===== src/rtl/alu_share_arbiter.sv =====
`default_nettype none
// ============================================================================
// Module   : alu_share_arbiter
// Purpose  : Round-robin arbiter/sequencer sharing one ALU datapath between
//            two requesters. One operation is in flight at a time: accept,
//            wait LAT cycles for the ALU, capture the result and hold it on
//            a valid/ready response channel tagged with the requester id.
// Revision : 1.0  initial release
// ----------------------------------------------------------------------------
// Ports
//   clk, rst_n                     clock, asynchronous active-low reset
//   reqN_valid/reqN_ready          request handshake for requester N (0/1)
//   reqN_opcode, reqN_a, reqN_b    operation and operands of requester N
//   alu_opcode, alu_a, alu_b       registered operation driven to the ALU
//   alu_out                        ALU result (sampled LAT cycles after load)
//   rsp_valid/rsp_ready            response handshake
//   rsp_id, rsp_data               requester tag and captured result
//   busy                           high whenever an operation is in flight
// ============================================================================
module alu_share_arbiter #(
    parameter int WIDTH = 4,
    parameter int LAT   = 2
) (
    input  logic             clk,
    input  logic             rst_n,
    input  logic             req0_valid,
    output logic             req0_ready,
    input  logic [3:0]       req0_opcode,
    input  logic [WIDTH-1:0] req0_a,
    input  logic [WIDTH-1:0] req0_b,
    input  logic             req1_valid,
    output logic             req1_ready,
    input  logic [3:0]       req1_opcode,
    input  logic [WIDTH-1:0] req1_a,
    input  logic [WIDTH-1:0] req1_b,
    output logic [3:0]       alu_opcode,
    output logic [WIDTH-1:0] alu_a,
    output logic [WIDTH-1:0] alu_b,
    input  logic [WIDTH-1:0] alu_out,
    output logic             rsp_valid,
    input  logic             rsp_ready,
    output logic             rsp_id,
    output logic [WIDTH-1:0] rsp_data,
    output logic             busy
);

    localparam logic [3:0] C_LAT = 4'(LAT);

    typedef enum logic [1:0] {
        S_IDLE = 2'd0,
        S_EXEC = 2'd1,
        S_RESP = 2'd2
    } state_t;

    state_t           state_q, state_d;
    logic             last_q, last_d;
    logic [3:0]       cnt_q, cnt_d;
    logic [3:0]       opcode_q, opcode_d;
    logic [WIDTH-1:0] a_q, a_d;
    logic [WIDTH-1:0] b_q, b_d;
    logic             rsp_valid_q, rsp_valid_d;
    logic             rsp_id_q, rsp_id_d;
    logic [WIDTH-1:0] rsp_data_q, rsp_data_d;

    logic             w_gnt;   // requester that would be granted in IDLE
    logic             w_idle;
    logic             w_take;

    // Single requester wins outright; on contention the one not served
    // last time wins.
    always_comb begin
        if (req0_valid && req1_valid) begin
            w_gnt = ~last_q;
        end else begin
            w_gnt = req1_valid;
        end
    end

    assign w_idle     = (state_q == S_IDLE);
    assign req0_ready = w_idle && req0_valid && !w_gnt;
    assign req1_ready = w_idle && req1_valid &&  w_gnt;
    assign w_take     = req0_ready || req1_ready;

    always_comb begin
        state_d     = state_q;
        last_d      = last_q;
        cnt_d       = cnt_q;
        opcode_d    = opcode_q;
        a_d         = a_q;
        b_d         = b_q;
        rsp_valid_d = rsp_valid_q;
        rsp_id_d    = rsp_id_q;
        rsp_data_d  = rsp_data_q;
        case (state_q)
            S_IDLE: begin
                if (w_take) begin
                    opcode_d = w_gnt ? req1_opcode : req0_opcode;
                    a_d      = w_gnt ? req1_a      : req0_a;
                    b_d      = w_gnt ? req1_b      : req0_b;
                    rsp_id_d = w_gnt;
                    last_d   = w_gnt;
                    cnt_d    = C_LAT;
                    state_d  = S_EXEC;
                end
            end
            S_EXEC: begin
                cnt_d = cnt_q - 4'd1;
                // cnt==1 marks the edge exactly LAT cycles after the load.
                if (cnt_q == 4'd1) begin
                    rsp_data_d  = alu_out;
                    rsp_valid_d = 1'b1;
                    state_d     = S_RESP;
                end
            end
            S_RESP: begin
                if (rsp_ready) begin
                    rsp_valid_d = 1'b0;
                    state_d     = S_IDLE;
                end
            end
            default: begin
                state_d = S_IDLE;
            end
        endcase
    end

    always_ff @(posedge clk or negedge rst_n) begin
        if (!rst_n) begin
            state_q     <= S_IDLE;
            last_q      <= 1'b1;
            cnt_q       <= 4'd0;
            opcode_q    <= 4'd0;
            a_q         <= '0;
            b_q         <= '0;
            rsp_valid_q <= 1'b0;
            rsp_id_q    <= 1'b0;
            rsp_data_q  <= '0;
        end else begin
            state_q     <= state_d;
            last_q      <= last_d;
            cnt_q       <= cnt_d;
            opcode_q    <= opcode_d;
            a_q         <= a_d;
            b_q         <= b_d;
            rsp_valid_q <= rsp_valid_d;
            rsp_id_q    <= rsp_id_d;
            rsp_data_q  <= rsp_data_d;
        end
    end

    assign alu_opcode = opcode_q;
    assign alu_a      = a_q;
    assign alu_b      = b_q;
    assign rsp_valid  = rsp_valid_q;
    assign rsp_id     = rsp_id_q;
    assign rsp_data   = rsp_data_q;
    assign busy       = !w_idle;

endmodule
`default_nettype wire

===== config.mk =====
export PLATFORM = sky130hd
export DESIGN_NAME = alu_share_arbiter
export DESIGN_NICKNAME = d
export VERILOG_FILES = /design/src/rtl/alu_share_arbiter.sv
export SDC_FILE = /design/constraint.sdc
export NUM_CORES = 1
export LEC_CHECK = 0
export BUFFER_PORTS_ARGS = -buffer_cell sky130_fd_sc_hd__buf_2
export CAP_MARGIN = 5
export CELL_PAD_IN_SITES_DETAIL_PLACEMENT = 1
export CELL_PAD_IN_SITES_GLOBAL_PLACEMENT = 1
export CORE_UTILIZATION = 38
export CTS_BUF_LIST = sky130_fd_sc_hd__clkbuf_16
export DETAILED_ROUTE_END_ITERATION = 8
export PLACE_DENSITY = 0.93
export SLEW_MARGIN = 0
export SYNTH_ARGS = -nofsm -noshare
export SYNTH_HDL_FRONTEND = slang
export SYNTH_SLANG_ARGS = --single-unit

===== constraint.sdc =====
create_clock -name clk -period 4.4 [get_ports clk]
set_input_delay 0.66 -clock clk [delete_from_list [all_inputs] [get_ports clk]]
set_output_delay 0.66 -clock clk [all_outputs]
set_load 0.05 [all_outputs]

# Word-level counts from Yosys, hierarchy flattened
# Cells that the tools add are included.
# op_classes
n_bitwise	1
eq_ne	6
muxes	13
n_reduce_logical	16
add_sub_neg	1
# ops
cell	n
$mux 4	4
$pmux 4 s2	1
$mux 2	3
$pmux 2 s3	1
$reduce_and 2->1	3
$reduce_and 3->1	2
$logic_and 1x1->1	5
$eq 4x1->1 const B	1
$ne 2x2->1 const B	2
$reduce_bool 2->1	2
$sub 4x1->4 const B	1
$mux 1	3
$eq 2x1->1 const B	1
$eq 2x2->1 const B	1
$logic_not 1->1	2
$logic_not 2->1	1
$ne 2x1->1 const B	1
$pmux 1 s2	1
$logic_or 1x1->1	1
$not 1->1	1
# totals
ff_bits	25
elab_cells	46

# Longest topological paths before layout
# Gate-level depths: netlist of the first run.
# depth
depth_word	7
mapped_depth	6
mapped_depth_nobuf	5

# Least setup slack after synthesis of the first run
# No wires, ideal clock.
# synth_timing
kind	in2out
start	input req0_valid
end	output req0_ready
path_buffers	0
t_arrival_ns	1.688
slack_ns	2.052
path_stages	2
cell_sequence	or3b_1 -> nor2_1
# synth_via
elab_chain_cells	4
# synth_lines
element	line	source
from (decl)	26	input logic req0_valid,
$logic_and 1x1->1	72	if (req0_valid && req1_valid) begin
$mux 1	72	
$logic_not 1->1	80	assign req0_ready = w_idle && req0_valid && !w_gnt;
$logic_and 1x1->1 *	80	
to (decl)	27	output logic req0_ready,
# Every way passes the cells marked *; elsewhere a longest branch is shown, timed or not.

# Final worst setup path of the first run
# layout_timing
start	input req1_valid
end	output req0_ready
# layout_via
elab_chain_cells	4
# layout_lines
element	line	source
from (decl)	31	input logic req1_valid,
$logic_and 1x1->1	72	
$mux 1 *	72	
$logic_not 1->1 *	80	
$logic_and 1x1->1 *	80	
# Marked as above.

==> key figures, run 1 <==
Power and ir drop
  • Peak VDD IR: 332 uV
  • Clk network pwr share: 0.140
  • PwrDens: 871 nW/um^2
  • Cell internal pwr: 716 uW
  • Tot Pwr: 1440 uW
  • Sequential power share: 0.308
  • Comb pwr share: 0.552
  • Leakage: 0.000795 uW
  • Sw Share: 0.503
  • Switch Pwr: around 730 uW

Synth
  • Post-synthesis sequential area ratio: 0.474
  • Synth unique cells: 32
  • Flops & latches, synth: 25
  • YS warnings: 0
  • Mapped Area: 1320 um^2
  • Avg Cell Area, Syn: 10.6 um^2
  • Cells after synthesis: 125
  • Post-Syn Nets: 160

Worst setup path
  • Crit end category: primary output
  • Startpoint types: primary input
  • Critical Path RT: 3740 ps
  • Setup CP Type: in -> out
  • Critical path data arrival time: 1630 ps
  • Flop-to-flop setup slack: 2820 ps
  • Crit path max fanout: 13

Placement
  • PortBufs: 53
  • Dpl ws: 2120 ps
  • Final HPWL DP: 2400 um
  • Final GP Congestion: 0.718

Detailed routing
  • # DRC: 0
  • Total Wirelength: a little over 3000 um
  • Vias/cell: 5.06
  • Wirelength per Cell: 14.2 um
  • Antenna Violating Nets Remaining: 0
  • DRT Pass-1 Iters: 4
  • DR vias: 1113
  • First DRT Iteration DRCs: 17

Worst hold path
  • Worst Hold Class: in -> async

Timing
  • Final count of hold timing violations: 0
  • Fmax: 437 MHz
  • Crit path time final: 2290 ps
  • Final WS setup: 2110 ps
  • Max_slew headroom: 0.599
  • Max-slew violations: 0
  • Unrepaired setup endpoints after global routing: false
  • Tcrit/Tclk final: 0.520
  • # setup viols final: 0
  • WHS: approximately 380 ps
  • Setup_tns: 0 ps
  • Slew @ Worst Pin: 597 ps
  • Clk_skew: 2.32 ps

GRT
  • GR Util All Layers: 0.192
  • Met1 Use GR: 0.247
  • Global-route wire length before repair: about 5200 um
  • Vias in the first global route: 1157
  • GR Overflow Total: 0
  • M2 GR Usage: 0.334
  • Pin count of the biggest net entering global routing: 26
  • Met3 GRT Util: 0.0320
  • Most Crowded Layer GR: met2
  • Antenna violations before repair: 0

Clocking
  • Clock transition at path regs: 60 ps
  • CTS Buf Count: 3
  • CTS H-Tree Depth: 1
  • Clock tree sinks: 25
  • Post-CTS Hold Buffers: 0
  • Clk buf depth: 2
  • Post-CTS setup buffer count: 0
  • CTS tree: done
  • Root buffer cell: clkbuf_16
  • Clk Latency, worst-skew pair: approximately 260 ps
  • Post-CTS resize count: 0

Finish
  • Share of cells above drive strength 1: 0.466
  • Register area: roughly 630 um^2
  • Ant diodes: 0
  • Nets: 210
  • Multi-input combinational cell area: 612 um^2
  • Fillcell total: 407
  • Syn-to-layout area delta: 25.4%

Floorplanning
  • Chip Height: 61.0 um
  • Site Rows: 21
  • Die Wd: 61.0 um
  • Die Area: 3720 um^2
  • Core ar.: 3340 um^2
  • I/O Pins: 54
  • Initial Util: 0.396

Status
  • Run status: finished clean

Job
  • Max cap viols: 0
-- cells by family after synthesis --
group / count (synthesis) / synth area share
AND/OR/NAND/NOR: 42 / 0.157
buffers and inverters: 12 / 0.0625
multiplexers: 6 / 0.0625
AO/OA/AOI/OAI: 38 / 0.224
flip-flops: 25 / 0.474
adder cells (fa/ha/maj): 2 / 0.0189
-- flip-flops by register name, summed over array words and instances (netlist names) --
signal	cells
alu_a	4
alu_b	4
alu_opcode	4
cnt_q	4
last_q	1
rsp_data	4
rsp_id	1
rsp_valid	1
state_q	2
-- final timing paths --
kind / start / to / depth (start not counted)
worst max-delay path: req1_valid / req0_ready / 4
worst min-delay path: rst_n / cnt_q[3]$_DFFE_PN0P_ / 1
worst max register to register: cnt_q[1]$_DFFE_PN0P_ / rsp_data[2]$_DFFE_PN0P_ / 5
worst min register to register: last_q$_DFFE_PN1P_ / last_q$_DFFE_PN1P_ / 2
max in group asynchronous: rst_n / last_q$_DFFE_PN1P_ / 1
min in group clk: last_q$_DFFE_PN1P_ / last_q$_DFFE_PN1P_ / 2
-- power by group through the flow --
stage	logic (uW)	registers (uW)	clock network [uW]
floorplan	379	708	0
global placement	777	437	0
detailed placement	808	443	0
CTS	808	446	207
global route	855	461	216
finish	797	444	202
-- cell usage in the layout, fill, tap and decap left out --
cell and instances:
nor2_4 1, nand2b_1 1, a21o_1 2, dfstp_2 1, nor2b_1 1, or3b_1 1
buf_2 53, inv_1 4, nor3_1 2, mux2_2 2, a21boi_2 1, mux2_4 4
or2_1 2, nand2_1 26, a22oi_1 1, o21bai_1 1, nor3_2 1, dfrtp_1 24
a31oi_2 10, nor3b_2 1, o21ai_0 3, ha_1 2, a31oi_1 2, clkinv_2 1
o21ai_1 1, nor2_1 4, a21oi_1 14, and2_4 2, clkbuf_16 3, a21bo_2 1
a22o_1 2
-- layout make-up --
class                   count  share of cell area
flip-flops and latches     25               0.378
well taps                  46              0.0347
clock buffers               3              0.0453
multi-input cells          88               0.369
clock inverters             1             0.00302
inverters                   4             0.00906
repair buffers             53               0.160
-- critical path, cell delays in order --
cell	delay [ps]
buf_2	120
a21boi_2	510
nor2_1	110
buf_2	230
-- stage by stage --
step,instance area (um^2),std cells,util
CTS,1660,220,0.496
global route,1660,220,0.496
global placement,1580,216,0.472
detailed placement,1580,216,0.472
floorplan,1320,125,-
finish,1660,220,0.496
-- cells in the mapped netlist --
cell type	number	area [um^2]
o21bai_1	1	7.51
nor2_1	4	15.0
a21oi_1	14	70.1
o21ai_0	3	15.0
inv_1	4	15.0
buf_8	1	15.0
nand2b_1	1	6.26
mux2_4	4	60.1
nor2b_1	1	6.26
a21bo_2	1	10.0
a22oi_1	1	7.51
and2_4	2	17.5
or3b_1	1	8.76
or2_1	2	12.5
a21boi_2	1	11.3
nor2_4	1	11.3
dfrtp_1	24	601
nor3_1	2	10.0
a21o_1	2	15.0
nand2_1	26	97.6
a31oi_2	10	125
ha_1	2	25.0
mux2_2	2	22.5
nor3b_2	1	12.5
buf_4	2	15.0
nor3_2	1	10.0
o21ai_1	1	5.00
dfstp_2	1	26.3
a22o_1	2	17.5
a31oi_1	2	12.5
buf_6	2	22.5
buf_2	3	15.0
-- metal layers --
metal,vias to the layer above,routed length [um]
met1,540,1310
met2,39,1630
li1,532,-
met5,-,0
met4,0,27
met3,2,150
Note: power is estimated with default switching activity, not from simulation.
==> run 2: changes to the inputs <==
--- a/config.mk
+++ b/config.mk
@@ -9,10 +9,10 @@
 export CAP_MARGIN = 5
 export CELL_PAD_IN_SITES_DETAIL_PLACEMENT = 1
 export CELL_PAD_IN_SITES_GLOBAL_PLACEMENT = 1
-export CORE_UTILIZATION = 38
+export CORE_UTILIZATION = 35
 export CTS_BUF_LIST = sky130_fd_sc_hd__clkbuf_16
 export DETAILED_ROUTE_END_ITERATION = 8
-export PLACE_DENSITY = 0.93
+export PLACE_DENSITY = 0.87
 export SLEW_MARGIN = 0
 export SYNTH_ARGS = -nofsm -noshare
 export SYNTH_HDL_FRONTEND = slang
==> constraint.sdc (replaced) <==
create_clock -name clk -period 2.16 [get_ports clk]
set_input_delay 0.324 -clock clk [delete_from_list [all_inputs] [get_ports clk]]
set_output_delay 0.324 -clock clk [all_outputs]
set_load 0.05 [all_outputs]
==> key figures, run 2 (synthesis results as in run 1) <==
Worst setup path
  • Critical Path RT: 1840 ps
  • Flop-to-flop setup slack: 600 ps
  • Reg2reg end: rsp_data[2]$_DFFE_PN0P_
  • Crit end category: primary output
  • Critical path data arrival time: 1620 ps
  • Setup CP Type: reg -> out
  • Crit path max fanout: 11
  • Worst Setup SP: state_q[0]$_DFFE_PN0P_
  • Startpoint types: flip-flop
  • R2R depth: 5
  • Startpoint of the worst-slack reg-to-reg timing path: cnt_q[1]$_DFFE_PN0P_

Power and ir drop
  • Sw Share: 0.506
  • Peak VDD IR: 585 uV
  • Clk network pwr share: 0.140
  • Switch Pwr: 1510 uW
  • Comb pwr share: 0.561
  • Leakage: 0.000801 uW
  • PwrDens: 1780 nW/um^2
  • Cell internal pwr: 1470 uW
  • Sequential power share: 0.299

GRT
  • GR Util All Layers: 0.185
  • Antenna violations before repair: 0
  • Vias in the first global route: approximately 1200
  • GR Overflow Total: 0
  • Global-route wire length before repair: 5760 um
  • Pin count of the biggest net entering global routing: 26

Timing
  • Max-slew violations: 0
  • Tcrit/Tclk final: 0.900
  • Crit path time final: 1940 ps
  • # setup viols final: 0
  • Max_slew headroom: 0.625
  • Final count of hold timing violations: 0
  • Setup_tns: 0 ps
  • Unrepaired setup endpoints after global routing: false
  • Clk_skew: 3.19 ps
  • Slew @ Worst Pin: 562 ps
  • Fmax: 514 MHz

Worst hold path
  • Worst Hold Class: in -> async

Clocking
  • Clk buf depth: 2
  • Clock tree sinks: 25
  • CTS tree: done
  • Root buffer cell: clkbuf_16
  • Post-CTS resize count: 0
  • Clock transition at path regs: 60 ps
  • Post-CTS Hold Buffers: 0
  • CTS Buf Count: 3
  • Post-CTS setup buffer count: 0
  • CTS H-Tree Depth: 1
  • Clk Latency, worst-skew pair: 260 ps

Finish
  • Post-route cell area: 1670 um^2
  • Syn-to-layout area delta: 26.7%
  • Nets: approximately 210
  • Commonest cells after routing, fill and taps aside: 53 x buf_2, 26 x nand2_1, 24 x dfrtp_1
  • Most common cell after layout, fill and taps aside: buf_2
  • Ant diodes: 0
  • Share of cells above drive strength 1: 0.472

Job
  • Max cap viols: 0

Floorplanning
  • Die Wd: 63.4 um
  • I/O Pins: 54
  • Chip Height: 63.4 um
  • Die Area: 4020 um^2
  • Initial Util: 0.381
  • Core ar.: around 3500 um^2
  • Site Rows: 21

Placement
  • Placement Cell Area: 1590 um^2
  • Final HPWL DP: 2650 um
  • PortBufs: 53
  • Final GP Congestion: 0.747

Detailed routing
  • Antenna Violating Nets Remaining: 0
  • First DRT Iteration DRCs: 26
  • DR vias: 1125
  • Total Wirelength: 3520 um
  • # DRC: 0
  • Vias/cell: approximately 5.1
  • Wirelength per Cell: 15.8 um
  • DRT Pass-1 Iters: 4

Status
  • Run status: finished clean
[run 2: cell count changes in the layout (fill, tap and decap cells not counted), sizes merged]
cell,before,now
clkinv,1,0
buf,53,55
clkinvlp,0,1
[run 2: worst max-delay path by stage]
stage,endpoint,slack (ps),depth (start not counted)
after floorplan,req0_ready,270,3
after global placement,req0_ready,540,3
after detailed placement,req0_ready,500,3
after CTS,req0_ready,200,3
after global routing,req0_ready,100,3
final,req0_ready,220,3
[run 2: layer usage]
| metal | vias to the layer above | part of all wire | track usage |
|---|---|---|---|
| li1 | 535 | - | - |
| met1 | 546 | 0.43 | 0.233 |
| met2 | 38 | 0.51 | 0.315 |
| met3 | 6 | 0.038 | 0.0217 |
| met4 | 0 | 0.019 | 0.0824 |
| met5 | - | 0 | 0 |
[run 2: power groups by stage]
stage               combinational, uW  sequential, uW  clock (uW)
detailed placement               1680             893           0
finish                           1670             892         418
floorplan                         771            1440           0
global route                     1780             919         444
global placement                 1620             874           0
CTS                              1690             890         429
[run 2: worst max-delay path: stages (launching register included)]
cell and delay [ps]:
dfrtp_1 520, or3b_1 460, nor2_1 100, buf_2 270
[run 2: per-stage QoR]
stage	hold slack [ps]	std cells	setup slack, ps	utilization	total power (uW)
2_1_floorplan	28.4	125	270	-	2210
3_3_place_gp	338	218	536	0.459	2500
3_5_place_dp	348	218	499	0.459	2580
4_1_cts	70.6	222	202	0.483	3010
5_1_grt	94.8	222	97.9	0.483	3140
6_report	50.9	222	216	0.483	2980
[run 2: layout make-up]
cell class	count	area (um^2)
clock inverters	1	7.51
repair buffers	55	280
multi-input cells	88	612
flip-flops and latches	25	627
clock buffers	3	75.1
inverters	4	15.0
fillers	428	1790
well taps	46	57.6
